<file path="config.mk">
export PLATFORM = sky130hd
export DESIGN_NAME = hazard_fwd_ctrl
export DESIGN_NICKNAME = d
export VERILOG_FILES = /design/src/rtl/hazard_fwd_ctrl.sv
export SDC_FILE = /design/constraint.sdc
export NUM_CORES = 1
export LEC_CHECK = 0
export BUFFER_PORTS_ARGS = -buffer_cell sky130_fd_sc_hd__buf_2
export CAP_MARGIN = 25
export CORE_ASPECT_RATIO = 1.75
export CORE_MARGIN = 1
export CORE_UTILIZATION = 32
export CTS_CLUSTER_SIZE = 14
export DETAILED_ROUTE_END_ITERATION = 8
export GPL_TIMING_DRIVEN = 0
export PLACE_DENSITY = 0.78
export SLEW_MARGIN = 30
export SYNTH_ARGS = -nofsm -noshare
export SYNTH_HDL_FRONTEND = slang
export SYNTH_SLANG_ARGS = --single-unit
</file>
<file path="constraint.sdc">
create_clock -name Clk -period 1.3 [get_ports Clk]
set_clock_uncertainty 0.1 [all_clocks]
set_input_delay 0.065 -clock Clk [delete_from_list [all_inputs] [get_ports Clk]]
set_output_delay 0.065 -clock Clk [all_outputs]
set_load 0.01 [all_outputs]
</file>
<file path="src/rtl/hazard_fwd_ctrl.sv">
// Hazard/forwarding controller for the 5-stage core: operand forward selects plus stall, bubble, flush and freeze sequencing.
// Optional cycle counters are built when HAZ_PERF_CNT_EN is defined.
module hazard_fwd_ctrl #(
    parameter int REG_AW    = 5,
    parameter int LOAD_LAT  = 1,
    parameter int FLUSH_CYC = 1
) (
    input  logic              Clk,
    input  logic              Clrn,
    input  logic [REG_AW-1:0] D_Rs,
    input  logic [REG_AW-1:0] D_Rt,
    input  logic              D_UsesRs,
    input  logic              D_UsesRt,
    input  logic [REG_AW-1:0] E_Rd,
    input  logic              E_Wreg,
    input  logic              E_Reg2reg,
    input  logic [REG_AW-1:0] M_Rd,
    input  logic              M_Wreg,
    input  logic              Condep,
    input  logic              Mem_Busy,
    output logic [1:0]        FwdA,
    output logic [1:0]        FwdB,
    output logic              Stall,
    output logic              Bubble,
    output logic              Flush,
    output logic              Freeze,
    output logic [1:0]        Busy_St,
    output logic [31:0]       StallCount,
    output logic [31:0]       FlushCount
);

    typedef enum logic [1:0] {
        RUN     = 2'b00,
        LDSTALL = 2'b01,
        FLUSH   = 2'b10,
        MEMWAIT = 2'b11
    } state_t;

    localparam logic [2:0] LOAD_INIT  = 3'(LOAD_LAT - 1);
    localparam logic [2:0] FLUSH_INIT = 3'(FLUSH_CYC - 1);

    state_t     r_state, w_nextState;
    logic [2:0] r_cnt, w_nextCnt;
    logic       r_pendFlush, w_nextPend;
    logic       w_luh, w_branch;
    logic       w_exFwdA, w_memFwdA, w_exFwdB, w_memFwdB;

    // A load sitting in EX has no result yet, so it is never an EX forward source.
    assign w_exFwdA  = (D_Rs == E_Rd) && (E_Rd != '0) && E_Wreg && E_Reg2reg;
    assign w_memFwdA = (D_Rs == M_Rd) && (M_Rd != '0) && M_Wreg;
    assign w_exFwdB  = (D_Rt == E_Rd) && (E_Rd != '0) && E_Wreg && E_Reg2reg;
    assign w_memFwdB = (D_Rt == M_Rd) && (M_Rd != '0) && M_Wreg;

    assign FwdA = w_exFwdA ? 2'b10 : (w_memFwdA ? 2'b01 : 2'b00);
    assign FwdB = w_exFwdB ? 2'b10 : (w_memFwdB ? 2'b01 : 2'b00);

    assign w_luh = E_Wreg && !E_Reg2reg && (E_Rd != '0) &&
                   ((D_UsesRs && (D_Rs == E_Rd)) || (D_UsesRt && (D_Rt == E_Rd)));

    assign w_branch = Condep || r_pendFlush;
    assign Busy_St  = r_state;

    always_ff @(posedge Clk) begin
        if (!Clrn) begin
            r_state     <= RUN;
            r_cnt       <= '0;
            r_pendFlush <= 1'b0;
        end else begin
            r_state     <= w_nextState;
            r_cnt       <= w_nextCnt;
            r_pendFlush <= w_nextPend;
        end
    end

    always_comb begin
        w_nextState = r_state;
        w_nextCnt   = r_cnt;
        w_nextPend  = r_pendFlush;
        Stall       = 1'b0;
        Bubble      = 1'b0;
        Flush       = 1'b0;
        Freeze      = 1'b0;
        unique case (r_state)
            RUN: begin
                // A branch that lands while memory is busy is parked and replayed once the freeze lifts.
                if (w_branch) begin
                    Flush      = 1'b1;
                    w_nextPend = 1'b0;
                    if (Mem_Busy) begin
                        Freeze      = 1'b1;
                        w_nextPend  = 1'b1;
                        w_nextState = MEMWAIT;
                    end else if (FLUSH_CYC > 1) begin
                        w_nextState = FLUSH;
                        w_nextCnt   = FLUSH_INIT;
                    end
                end else if (Mem_Busy) begin
                    Freeze      = 1'b1;
                    w_nextState = MEMWAIT;
                end else if (w_luh) begin
                    Stall  = 1'b1;
                    Bubble = 1'b1;
                    if (LOAD_LAT > 1) begin
                        w_nextState = LDSTALL;
                        w_nextCnt   = LOAD_INIT;
                    end
                end
            end
            LDSTALL: begin
                Stall = 1'b1;
                if (Mem_Busy) begin
                    Freeze = 1'b1;
                end else begin
                    Bubble = 1'b1;
                    if (r_cnt == 3'd1) begin
                        w_nextState = RUN;
                        w_nextCnt   = '0;
                    end else begin
                        w_nextCnt = r_cnt - 3'd1;
                    end
                end
            end
            FLUSH: begin
                Flush = 1'b1;
                if (Mem_Busy) begin
                    Freeze = 1'b1;
                end else if (r_cnt == 3'd1) begin
                    w_nextState = RUN;
                    w_nextCnt   = '0;
                end else begin
                    w_nextCnt = r_cnt - 3'd1;
                end
            end
            MEMWAIT: begin
                Freeze = 1'b1;
                if (!Mem_Busy) begin
                    w_nextState = RUN;
                end
            end
            default: begin
                w_nextState = RUN;
                w_nextCnt   = '0;
            end
        endcase
    end

`ifdef HAZ_PERF_CNT_EN
    logic [31:0] r_stallCount, r_flushCount;

    // Saturating counters so a long run never wraps back to a misleading small value.
    always_ff @(posedge Clk) begin
        if (!Clrn) begin
            r_stallCount <= '0;
            r_flushCount <= '0;
        end else begin
            if (Stall && (r_stallCount != 32'hFFFF_FFFF)) begin
                r_stallCount <= r_stallCount + 32'd1;
            end
            if (Flush && (r_flushCount != 32'hFFFF_FFFF)) begin
                r_flushCount <= r_flushCount + 32'd1;
            end
        end
    end

    assign StallCount = r_stallCount;
    assign FlushCount = r_flushCount;
`else
    assign StallCount = '0;
    assign FlushCount = '0;
`endif

endmodule

</file>
==> results.py <==
metrics = {
    "clock_tree": {
        "cts_buffers": 3,
        "clk_transition_reported_paths_ns": 0.03,
        "cts_tree": "done",
        "cts.sinks": 2,
        "clk-insertion-delay-late_ns": 0.22,
        "cts_max_level": 1,
        "clk_root_buffer_cell": "clkbuf_8",
        "max-clock-path-buffers": 2,
    },
    "grt": {
        "grt_max_degree": 7,
        "antenna_found_initial": 0,
        "gr-usage-all-layers": 0.140,
        "first_global_vias": 795,
        "grt_first_pass_wirelength_mm": 3.34,
        "grt_overflow_total": 0,
    },
    "yosys": {
        "post-synth-top-area-cell": "buf_4",
        "synth.yosys.warnings": 0,
        "ys_ff_latch": 2,
        "syn_area_per_cell_um2": 7.66,
        "post_synth_main_area_contributors": "buf_4 53%, xor2_1 11%, xnor2_1 4.5%",
        "synth_enable_flop_cells": 0,
        "yosysSeqAreaShare": 0.0415,
        "mappedNetlistArea_um2": 965,
        "synth_largest_type_area_fraction": 0.529,
        "netlist_instances": 126,
        "async_reset_ff_frac": 0,
        "yosys_most_used_dff": "dfxtp_1",
        "synth_cell_types": 26,
    },
    "floorplan": {
        "row_count": 26,
        "floorplan.die_area_um2": 3250,
        "design.portCount": 103,
        "chipHeight_um": 74.6,
        "initial_utilization": 0.333,
        "coreArea_um2": 2900,
        "chipWidth_um": 43.5,
    },
    "placement": {
        "gp_congestion": 0.733,
        "detailedPlacementHpwl_mm": 1.80,
        "placed_cells": 255,
        "portBuffers": 38,
    },
    "critical_path": {
        "slowest_delay_ns": 0.57,
        "r2r_slack_ns": 0.08,
        "critPathArrivalTime_ns": 1.34,
        "critical_path_cell_sequence": "buf_8, or4_4, o211ai_4, nor4_2, nor4_2, buf_2",
        "critical_path.startpoint_type": "input pin",
        "worstPathRequired_ns": 1.13,
        "slowest_cell_on_the_critical_path": "or4_4",
        "timing.critical_path.fanout_max": 3,
        "critPathKind": "in -> out",
        "timing.critical_path.to_type": "output port",
        "critPathMostFrequentCell": "nor4_2",
    },
    "routing": {
        "routedWlPerCell_um": 8.52,
        "via_to_cell_ratio": 3.56,
        "vias": 930,
        "dr.first_iter.drc_count": 18,
        "drtAntennaViolNets": 0,
        "post_detailed_route_drc_marker_count": 14,
        "detailedRoute.firstPassIterationCount": 6,
        "totalWireLength_mm": 2.22,
    },
    "finish": {
        "most-common-layout-cells": "70 x buf_4, 64 x conb_1, 30 x buf_2, 12 x xor2_1, 6 x buf_6",
        "layout-area-overhead-vs-synth_pct": 66.0,
        "mostFrequentLayoutCell": "buf_4",
        "layoutNonFillerInstCount": 261,
        "drive_above_1_share": 0.536,
        "count_of_antenna_diodes_in_the_layout": 0,
        "design.final.nets": 265,
    },
    "sta": {
        "timing.final.crit_share": 1.16,
        "finalWorstSetupSlack_ns": -0.208,
        "final-hold-violation-count": 0,
        "number_of_max_slew_violations_in_the_final_report": 0,
        "hold-worst-slack_ns": 0.0373,
        "rsz0062_at_grt": "yes",
        "clock.fmax_mhz": 663,
        "setup_violations": 6,
        "min_period_ns": 1.51,
    },
    "power": {
        "vdd.ir_drop.worst_v": 0.000671,
        "power_per_cell_area_nw_per_um2": 592,
        "leakage_nw": 0.973,
    },
    "job": {
        "drv.max_cap_violation_count": 0,
    },
    "run_status": {
        "violations_in_the_final_reports": "design-rule violations, negative setup slack",
        "status": "complete, but fails checks",
    },
    "min_path": {
        "hold_path_class": "in -> reg",
    },
}
## state kept, by name, summed over array words and instances (netlist names)
name / flops
Busy_St: 1
r_pendFlush: 1
## through the flow
step | cell area, um^2 | setup slack, ns | setup TNS [ns] | total power, W | util
after floorplan | 1210 | 0.0124 | 0 | 0.000507 | -
after global placement | 1440 | -0.197 | -1.05 | 0.000633 | 0.496
after detailed placement | 1440 | -0.220 | -1.11 | 0.000640 | 0.496
after CTS | 1570 | -0.211 | -1.02 | 0.000931 | 0.543
after global routing | 1600 | -0.274 | -1.21 | 0.00102 | 0.553
final | 1600 | -0.208 | -0.967 | 0.000949 | 0.553
## worst paths after layout
path / start / endpoint / cells after the start
max: E_Rd[1] / FwdB[0] / 6
min: Mem_Busy / r_pendFlush$_SDFFE_PN0P_ / 3
max reg2reg: Busy_St[0]$_SDFFE_PN0P_ / Busy_St[0]$_SDFFE_PN0P_ / 4
min reg2reg: r_pendFlush$_SDFFE_PN0P_ / r_pendFlush$_SDFFE_PN0P_ / 2
## final cells by class
type | instances | area [um^2]
Buffer | 68 | 514
Inverter | 4 | 15.0
Multi-Input combinational cell | 115 | 686
Sequential cell | 2 | 41.3
Fill cell | 276 | 1290
Clock buffer | 3 | 41.3
Tap cell | 28 | 35.0
Timing Repair Buffer | 41 | 269
## power by group
group	internal (W)	total, W	switching [W]
logic	0.000306	0.000585	0.000279
clock network	0.000196	0.000253	0.0000564
registers	0.0000842	0.000111	0.0000265
## cells in the mapped netlist (2+ instances only)
| library cell | number |
|---|---|
| nor2_1 | 3 |
| inv_1 | 4 |
| nor4_2 | 3 |
| nor2b_1 | 3 |
| nand3_1 | 3 |
| nand2_1 | 3 |
| xnor2_1 | 5 |
| xor2_1 | 12 |
| dfxtp_1 | 2 |
| or4_1 | 3 |
| buf_4 | 68 |
| nand2b_1 | 3 |
## metal layers
layer	vias up	wire, um	GRT usage	share of wire
li1	490	-	-	-
met3	3	286	0.0456	0.13
met5	-	0	0	0
met4	0	29	0.0625	0.013
met2	69	1210	0.271	0.55
met1	368	695	0.128	0.31
## kinds of logic (layout without fill, tap and decap cells)
logic type | Yosys count | after routing | share of synthesized area
fa+ha+maj | 1 | 1 | 0.0130
flops | 2 | 2 | 0.0415
buf+inv | 72 | 116 | 0.545
xor+xnor | 17 | 17 | 0.154
simple gates | 26 | 26 | 0.183
other cells | 1 | 64 | 0.00389
compound gates | 7 | 7 | 0.0597
## critical path: cells and delay by family
| kind | cells | cell delay (ns) |
|---|---|---|
| simple gates | 3 | 0.79 |
| buf+inv | 2 | 0.27 |
| compound gates | 1 | 0.22 |
## repair_timing
| action | in CTS | in global routing |
|---|---|---|
| pin swaps | 5 | 3 |
| hold buffers | 1 | 0 |
| gates resized for setup | 15 | 8 |
| gates cloned | 0 | 0 |
| buffers inserted | 2 | 0 |
| endpoints found under the hold margin | 1 | 0 |
| setup endpoints to repair | 6 | 7 |
Power figures use the tool's default switching activity.
